==> src/rtl/granule_stage_sequencer_pkg.sv <==
// Shared decoder package for the granule stage sequencer.
//
// Holds the sequencer state encoding, the default frame geometry
// (stages per granule, granules per frame) and the fixed stage index
// constants of the decoder pipeline.
package granule_stage_sequencer_pkg;

  // Default frame geometry.
  localparam int NUM_STAGES_DFLT   = 5;
  localparam int NUM_GRANULES_DFLT = 2;

  // Width of a stage index. This is also the width of ram_owner.
  localparam int STAGE_W = 3;

  // Decoder stage indices, in processing order.
  localparam logic [STAGE_W-1:0] STG_REQUANT   = 3'd0;
  localparam logic [STAGE_W-1:0] STG_STEREO    = 3'd1;
  localparam logic [STAGE_W-1:0] STG_REORDER   = 3'd2;
  localparam logic [STAGE_W-1:0] STG_ANTIALIAS = 3'd3;
  localparam logic [STAGE_W-1:0] STG_IMDCT     = 3'd4;

  typedef enum logic [2:0] {
    ST_IDLE    = 3'd0,
    ST_LAUNCH  = 3'd1,
    ST_WAIT    = 3'd2,
    ST_ADVANCE = 3'd3,
    ST_FINISH  = 3'd4,
    ST_ABORT   = 3'd5
  } seq_state_e;

endpackage

==> src/rtl/granule_stage_sequencer_stage_watchdog.sv <==
// stage_watchdog: per-stage activity watchdog for the granule sequencer.
//
// The count shows the number of cycles since the stage's start pulse.
// It saturates at TIMEOUT and never wraps.
//
// Ports:
//   clk     in   system clock
//   rst     in   synchronous active-high reset (count -> 0)
//   load    in   reload the count with 0 (takes priority over enable)
//   enable  in   advance the count by one (saturating)
//   expired out  high when the next increment would reach TIMEOUT
module stage_watchdog #(
  parameter int TIMEOUT = 4095
) (
  input  logic clk,
  input  logic rst,
  input  logic load,
  input  logic enable,
  output logic expired
);

  localparam int CNT_W = (TIMEOUT < 1) ? 1 : $clog2(TIMEOUT + 1);
  localparam logic [CNT_W-1:0] LIMIT = CNT_W'(TIMEOUT);
  localparam logic [CNT_W-1:0] LAST  = CNT_W'(TIMEOUT - 1);

  logic [CNT_W-1:0] cnt_q, cnt_d;

  always_comb begin
    cnt_d = cnt_q;
    if (load) begin
      cnt_d = '0;
    end else if (enable && (cnt_q != LIMIT)) begin
      cnt_d = cnt_q + CNT_W'(1);
    end
  end

  always_ff @(posedge clk) begin
    if (rst) begin
      cnt_q <= '0;
    end else begin
      cnt_q <= cnt_d;
    end
  end

  // Expire one count early. The sequencer acts on this flag at the clock
  // edge that would take the count to TIMEOUT. As a result, the abort state
  // begins exactly TIMEOUT cycles after the start pulse.
  assign expired = (cnt_q >= LAST);

endmodule

==> src/rtl/granule_stage_sequencer.sv <==
// granule_stage_sequencer: sequences the per-granule decoder stages.
//
// For each granule of a frame, the stages run in the order 0..NUM_STAGES-1.
// Each stage gets a one-cycle start pulse and then has up to TIMEOUT cycles
// to answer with its done bit. If a stage does not answer in time, the frame
// is aborted and a sticky error is raised.
//
// Ports:
//   clk          in   system clock
//   rst          in   synchronous active-high reset
//   frame_start  in   one-cycle request to process one frame
//   stage_done   in   per-stage completion, bit i from stage i
//   stage_ready  out  per-stage one-cycle start pulse
//   ram_owner    out  stage index owning the granule RAM port muxes
//   granule_idx  out  current granule number
//   busy         out  frame in progress
//   frame_done   out  one-cycle pulse when the frame completes
//   timeout_err  out  sticky abort flag, cleared by the next accepted start
module granule_stage_sequencer
  import granule_stage_sequencer_pkg::*;
#(
  parameter int NUM_STAGES   = NUM_STAGES_DFLT,
  parameter int NUM_GRANULES = NUM_GRANULES_DFLT,
  parameter int TIMEOUT      = 4095
) (
  input  logic                  clk,
  input  logic                  rst,
  input  logic                  frame_start,
  input  logic [NUM_STAGES-1:0] stage_done,
  output logic [NUM_STAGES-1:0] stage_ready,
  output logic [STAGE_W-1:0]    ram_owner,
  output logic                  granule_idx,
  output logic                  busy,
  output logic                  frame_done,
  output logic                  timeout_err
);

  localparam logic [STAGE_W-1:0] LAST_STAGE   = STAGE_W'(NUM_STAGES - 1);
  localparam logic               LAST_GRANULE = 1'(NUM_GRANULES - 1);

  seq_state_e         state_q, state_d;
  logic [STAGE_W-1:0] stage_q, stage_d;
  logic               granule_q, granule_d;
  logic               terr_q, terr_d;

  logic               done_sel;
  logic               wd_load;
  logic               wd_en;
  logic               wd_expired;

  // Only the active stage's done bit is considered. Done bits from other
  // stages never reach the FSM.
  always_comb begin
    done_sel = 1'b0;
    for (int i = 0; i < NUM_STAGES; i++) begin
      if (stage_q == STAGE_W'(i)) begin
        done_sel = stage_done[i];
      end
    end
  end

  // The watchdog is reloaded in every state that precedes a LAUNCH, so it
  // reads 0 during the start pulse. It then counts through LAUNCH and WAIT.
  always_comb begin
    wd_load = 1'b0;
    wd_en   = 1'b0;
    case (state_q)
      ST_LAUNCH, ST_WAIT: wd_en   = 1'b1;
      default:            wd_load = 1'b1;
    endcase
  end

  stage_watchdog #(
    .TIMEOUT (TIMEOUT)
  ) u_watchdog (
    .clk     (clk),
    .rst     (rst),
    .load    (wd_load),
    .enable  (wd_en),
    .expired (wd_expired)
  );

  // Next-state logic
  always_comb begin
    state_d   = state_q;
    stage_d   = stage_q;
    granule_d = granule_q;
    terr_d    = terr_q;
    case (state_q)
      ST_IDLE: begin
        if (frame_start) begin
          state_d   = ST_LAUNCH;
          stage_d   = STG_REQUANT;
          granule_d = 1'b0;
          terr_d    = 1'b0;
        end
      end
      ST_LAUNCH: begin
        state_d = ST_WAIT;
      end
      ST_WAIT: begin
        // If done and expiry arrive together, done takes priority.
        if (done_sel) begin
          state_d = ST_ADVANCE;
        end else if (wd_expired) begin
          state_d = ST_ABORT;
          terr_d  = 1'b1;
        end
      end
      ST_ADVANCE: begin
        if (stage_q < LAST_STAGE) begin
          stage_d = stage_q + STAGE_W'(1);
          state_d = ST_LAUNCH;
        end else begin
          stage_d = STG_REQUANT;
          if (granule_q < LAST_GRANULE) begin
            granule_d = granule_q + 1'b1;
            state_d   = ST_LAUNCH;
          end else begin
            state_d = ST_FINISH;
          end
        end
      end
      ST_FINISH: begin
        state_d   = ST_IDLE;
        stage_d   = STG_REQUANT;
        granule_d = 1'b0;
      end
      ST_ABORT: begin
        state_d   = ST_IDLE;
        stage_d   = STG_REQUANT;
        granule_d = 1'b0;
      end
      default: begin
        state_d   = ST_IDLE;
        stage_d   = STG_REQUANT;
        granule_d = 1'b0;
      end
    endcase
  end

  // State register
  always_ff @(posedge clk) begin
    if (rst) begin
      state_q   <= ST_IDLE;
      stage_q   <= '0;
      granule_q <= 1'b0;
      terr_q    <= 1'b0;
    end else begin
      state_q   <= state_d;
      stage_q   <= stage_d;
      granule_q <= granule_d;
      terr_q    <= terr_d;
    end
  end

  // Moore outputs, decoded from registered state only.
  always_comb begin
    stage_ready = '0;
    ram_owner   = '0;
    busy        = 1'b0;
    frame_done  = 1'b0;
    case (state_q)
      ST_LAUNCH: begin
        for (int i = 0; i < NUM_STAGES; i++) begin
          stage_ready[i] = (stage_q == STAGE_W'(i));
        end
        ram_owner = stage_q;
        busy      = 1'b1;
      end
      ST_WAIT, ST_ADVANCE: begin
        ram_owner = stage_q;
        busy      = 1'b1;
      end
      ST_FINISH: begin
        busy       = 1'b1;
        frame_done = 1'b1;
      end
      default: begin
        busy = 1'b0;
      end
    endcase
  end

  assign granule_idx = granule_q;
  assign timeout_err = terr_q;

endmodule

==> config.mk <==
export PLATFORM = sky130hd
export DESIGN_NAME = granule_stage_sequencer
export DESIGN_NICKNAME = d
export VERILOG_FILES = /design/src/rtl/granule_stage_sequencer_pkg.sv /design/src/rtl/granule_stage_sequencer_stage_watchdog.sv /design/src/rtl/granule_stage_sequencer.sv
export SDC_FILE = /design/constraint.sdc
export NUM_CORES = 1
export LEC_CHECK = 0
export ABC_CLOCK_PERIOD_IN_PS = 2700
export CAP_MARGIN = 20
export CORE_AREA = 2 2 64 66
export DETAILED_ROUTE_END_ITERATION = 8
export DIE_AREA = 0 0 66 68
export DONT_BUFFER_PORTS = 1
export PLACE_DENSITY = 0.48
export SLEW_MARGIN = 20
export SYNTH_ARGS = -nofsm -noshare
export SYNTH_HDL_FRONTEND = slang
export SYNTH_SLANG_ARGS = --single-unit
==> constraint.sdc <==
create_clock -name clk -period 2.7 [get_ports clk]
set_input_delay 0.405 -clock clk [delete_from_list [all_inputs] [get_ports clk]]
set_output_delay 0.405 -clock clk [all_outputs]
set_load 0.05 [all_outputs]
==> summary.md <==
| Metric | Value |
|---|---|
| Worst Tran Pin Value | 596 ps |
| Final ANT Viol Nets | 0 |
| Worst-Skew Late Latency | 270 ps |
| Critical Path Start Type | flop |
| Clk sinks | 20 |
| CP arrival | 1840 ps |
| CTS buffer count | 3 |
| Worst hold slack | 192 ps |
| Synthesis-to-layout area growth | 11.8% |
| Max Cap Viol | 0 |
| Max FO, Critical Path | 10 |
| Status | finished clean |
| Layout net count | between 150 and 200 |
| Drt wl/cell | 13.6 um |
| First-pass GRT wire length | 4680 um |
| DIE HEIGHT | 68 um |
| Vias in the first global route | 1016 |
| Final hold vios | 0 |
| Die area | between 0.004 and 0.005 mm2 |
| Boundary pin count | 20 |
| Sequential power share | 39.8% |
| Commonest non-fill, non-tap cells in the layout | 20 x dfxtp_1, 15 x a21oi_1, 13 x nand2_1 |
| Main combinational cell family by area after synthesis | simple AND/OR/NAND/NOR gates |
| Sw Share | 32.7% |
| RePlAce Congestion | approximately 0.77 |
| Overall power | 858 uW |
| Pleak | around 0.49 nW |
| Reg2reg setup slack | ~960 ps |
| Synth Instances | 147 |
| Pin count of the biggest net entering global routing | 15 |
| Initial antenna violation count | 0 |
| Worst-path clk slew | 80 ps |
| Clk root buf | clkbuf_8 |
| Unrepaired setup endpoints after global routing | false |
| Width of the die | 66 um |
| Min Clock Period, post-route | 2250 ps |
| CTS H-Tree Depth | 1 |
| WL final | 2740 um |
| CTS tree | built |
| Slew Limit Fails | 0 |
| Netlist cell types | 50 |
| Max VDD drop | 0.339 mV |
| Clk pwr share | 35.8% |
| Top cells by area, synth | dfxtp_1 31%, a21oi_1 5.9%, ha_1 5.9%, nand2_1 3.8%, nor3_1 3.1% |
| Vias | about 1100 |
| Initial core utilization | between 30 and 40% |
| Mux share of post-synthesis cell area | 1.57% |
| Setup repair bufs after CTS | 0 |
| Antenna diodes | 0 |
| Crit path capture type | output pin |
| PD cells | 603 mW/mm2 |
| Synth top area share | 31.5% |
| Synth Area per Inst | 8.66 um2 |
| HP Class | in2reg |
| Core area | 0.00386 mm2 |
| Final instance area | 0.00142 mm2 |
| Compound-Gate Fraction of Synth Area | 22.5% |
| Sequential share of the synthesized area | 31.5% |
| Skew final | 9.36 ps |
| Critical path type | reg2out |
| Synth Area in XOR/XNOR | 4.23% |
| Area leader, netlist | dfxtp_1 |
| Yosys reg bits | 20 |
| Placed cell areas | 0.00135 mm2 |
| Leading cell type in the layout, fill and taps excluded | dfxtp_1 |
| Syn_nets | 161 |
| Switch Pwr | 281 uW |
| Combinational power share | 24.4% |
| Req. time, crit path | 2300 ps |
| Iter 0 DRT Violations | 25 |
| Pint | 577 uW |
| Final period util | 83.3% |
| Grt ovf | 0 |
| CTS resizes | 0 |
| Post-route DRC | 0 |
| Setup TNS | 0 ps |
| Cell Area, Synth | 0.00127 mm2 |
| Synth warn | 0 |
| Total track usage | 13.8% |
| Cell row count | 23 |
| Slew HR | between 60% and 70% |
| Adder-Cell Fraction of Synth Area | 5.90% |
| Setup-failing EPs final | 0 |
| Maximum root-to-sink buffer count | 2 |
| Fmax | ~440 MHz |
| Port-buffer cells | 0 |
| First-pass DRT Iterations | 4 |
| DP HPWL | 2050 um |
| Cts hold-fix bufs | 0 |
| Vias per cell | 5.34 |
| Simple-gate share of the synthesized area | between 20% and 30% |
| Layout cell share with drive strength beyond 1 | 15.9% |
[worst max-delay path, cell delays in order (launching register included)]
cell	delay (ps)
dfxtp_1	630
nand2b_1	170
nor3_1	280
and2_1	500
[registers in the layout, summed over array words and instances (netlist names)]
register	flops
timeout_err	1
granule_idx	1
stage_q	3
state_q	3
u_watchdog.cnt_q	12
[metal layers]
layer | vias to the layer above | wire length (um) | track usage [%]
met3 | 4 | 105 | 3.78
met4 | 0 | 54 | 6.89
met5 | - | 0 | 0
met1 | 505 | 1250 | 16.8
li1 | 548 | - | -
met2 | 17 | 1330 | 22.6
[worst paths after layout]
| path | startpoint | endpoint | depth (start not counted) |
|---|---|---|---|
| setup / recovery | state_q[0] | stage_ready[1] | 3 |
| hold / removal | rst | timeout_err | 1 |
| setup reg to reg | u_watchdog.cnt_q[1] | u_watchdog.cnt_q[10] | 5 |
| hold reg to reg | u_watchdog.cnt_q[7] | u_watchdog.cnt_q[7] | 2 |
[Yosys cell counts (all sizes together)]
cell type  number
a311oi          1
a2111o          1
o311ai          1
o211a           1
and2            4
nand4           4
nand2b          2
o311a           1
a21o            1
nand3           3
buf             4
inv             6
a2111oi         1
a41oi           1
and4            3
nand2          14
nor2           10
nor2b           2
o211ai          1
or3b            1
dfxtp          20
a211oi          1
a31o            1
o2111ai         1
o31ai           2
a31oi           1
o21a            1
xor2            1
nand4b          2
o21ai           6
or2             1
nor3            8
and3b           1
nand3b          2
or4             1
xnor2           3
clkbuf          2
nor3b           2
mux2i           2
a21oi          15
a22oi           1
or3             4
and3            1
ha              6
[layout make-up]
type	instances	area [um2]
multi-input cells	115	821
clock inverters	1	30.0
repair buffers	6	45.0
clock buffers	3	41.3
inverters	6	22.5
flip-flops and latches	20	400
well taps	50	62.6
fillers	394	2430
[per-stage QoR]
| step | utilization (%) | setup slack, ps | cells |
|---|---|---|---|
| 3_3_place_gp | 35.0 | 812 | 197 |
| 3_5_place_dp | 35.0 | 748 | 197 |
| 2_1_floorplan | - | 488 | 147 |
| 6_report | 36.9 | 452 | 201 |
| 4_1_cts | 36.9 | 459 | 201 |
| 5_1_grt | 36.9 | 289 | 201 |
[power by group through the flow]
stage / sequential (mW) / combinational, mW / clock, mW
2_1_floorplan: 0.321 / 0.207 / 0
3_3_place_gp: 0.346 / 0.213 / 0
3_5_place_dp: 0.348 / 0.213 / 0
4_1_cts: 0.341 / 0.214 / 0.316
5_1_grt: 0.346 / 0.234 / 0.327
6_report: 0.342 / 0.210 / 0.307
[cell families after synthesis]
logic type | after synthesis
flip-flops | 20
AO/OA/AOI/OAI | 38
AND/OR/NAND/NOR | 65
multiplexers | 2
buffers and inverters | 12
XOR/XNOR | 4
adder cells (fa/ha/maj) | 6
Note: power is estimated with default switching activity, not from simulation.
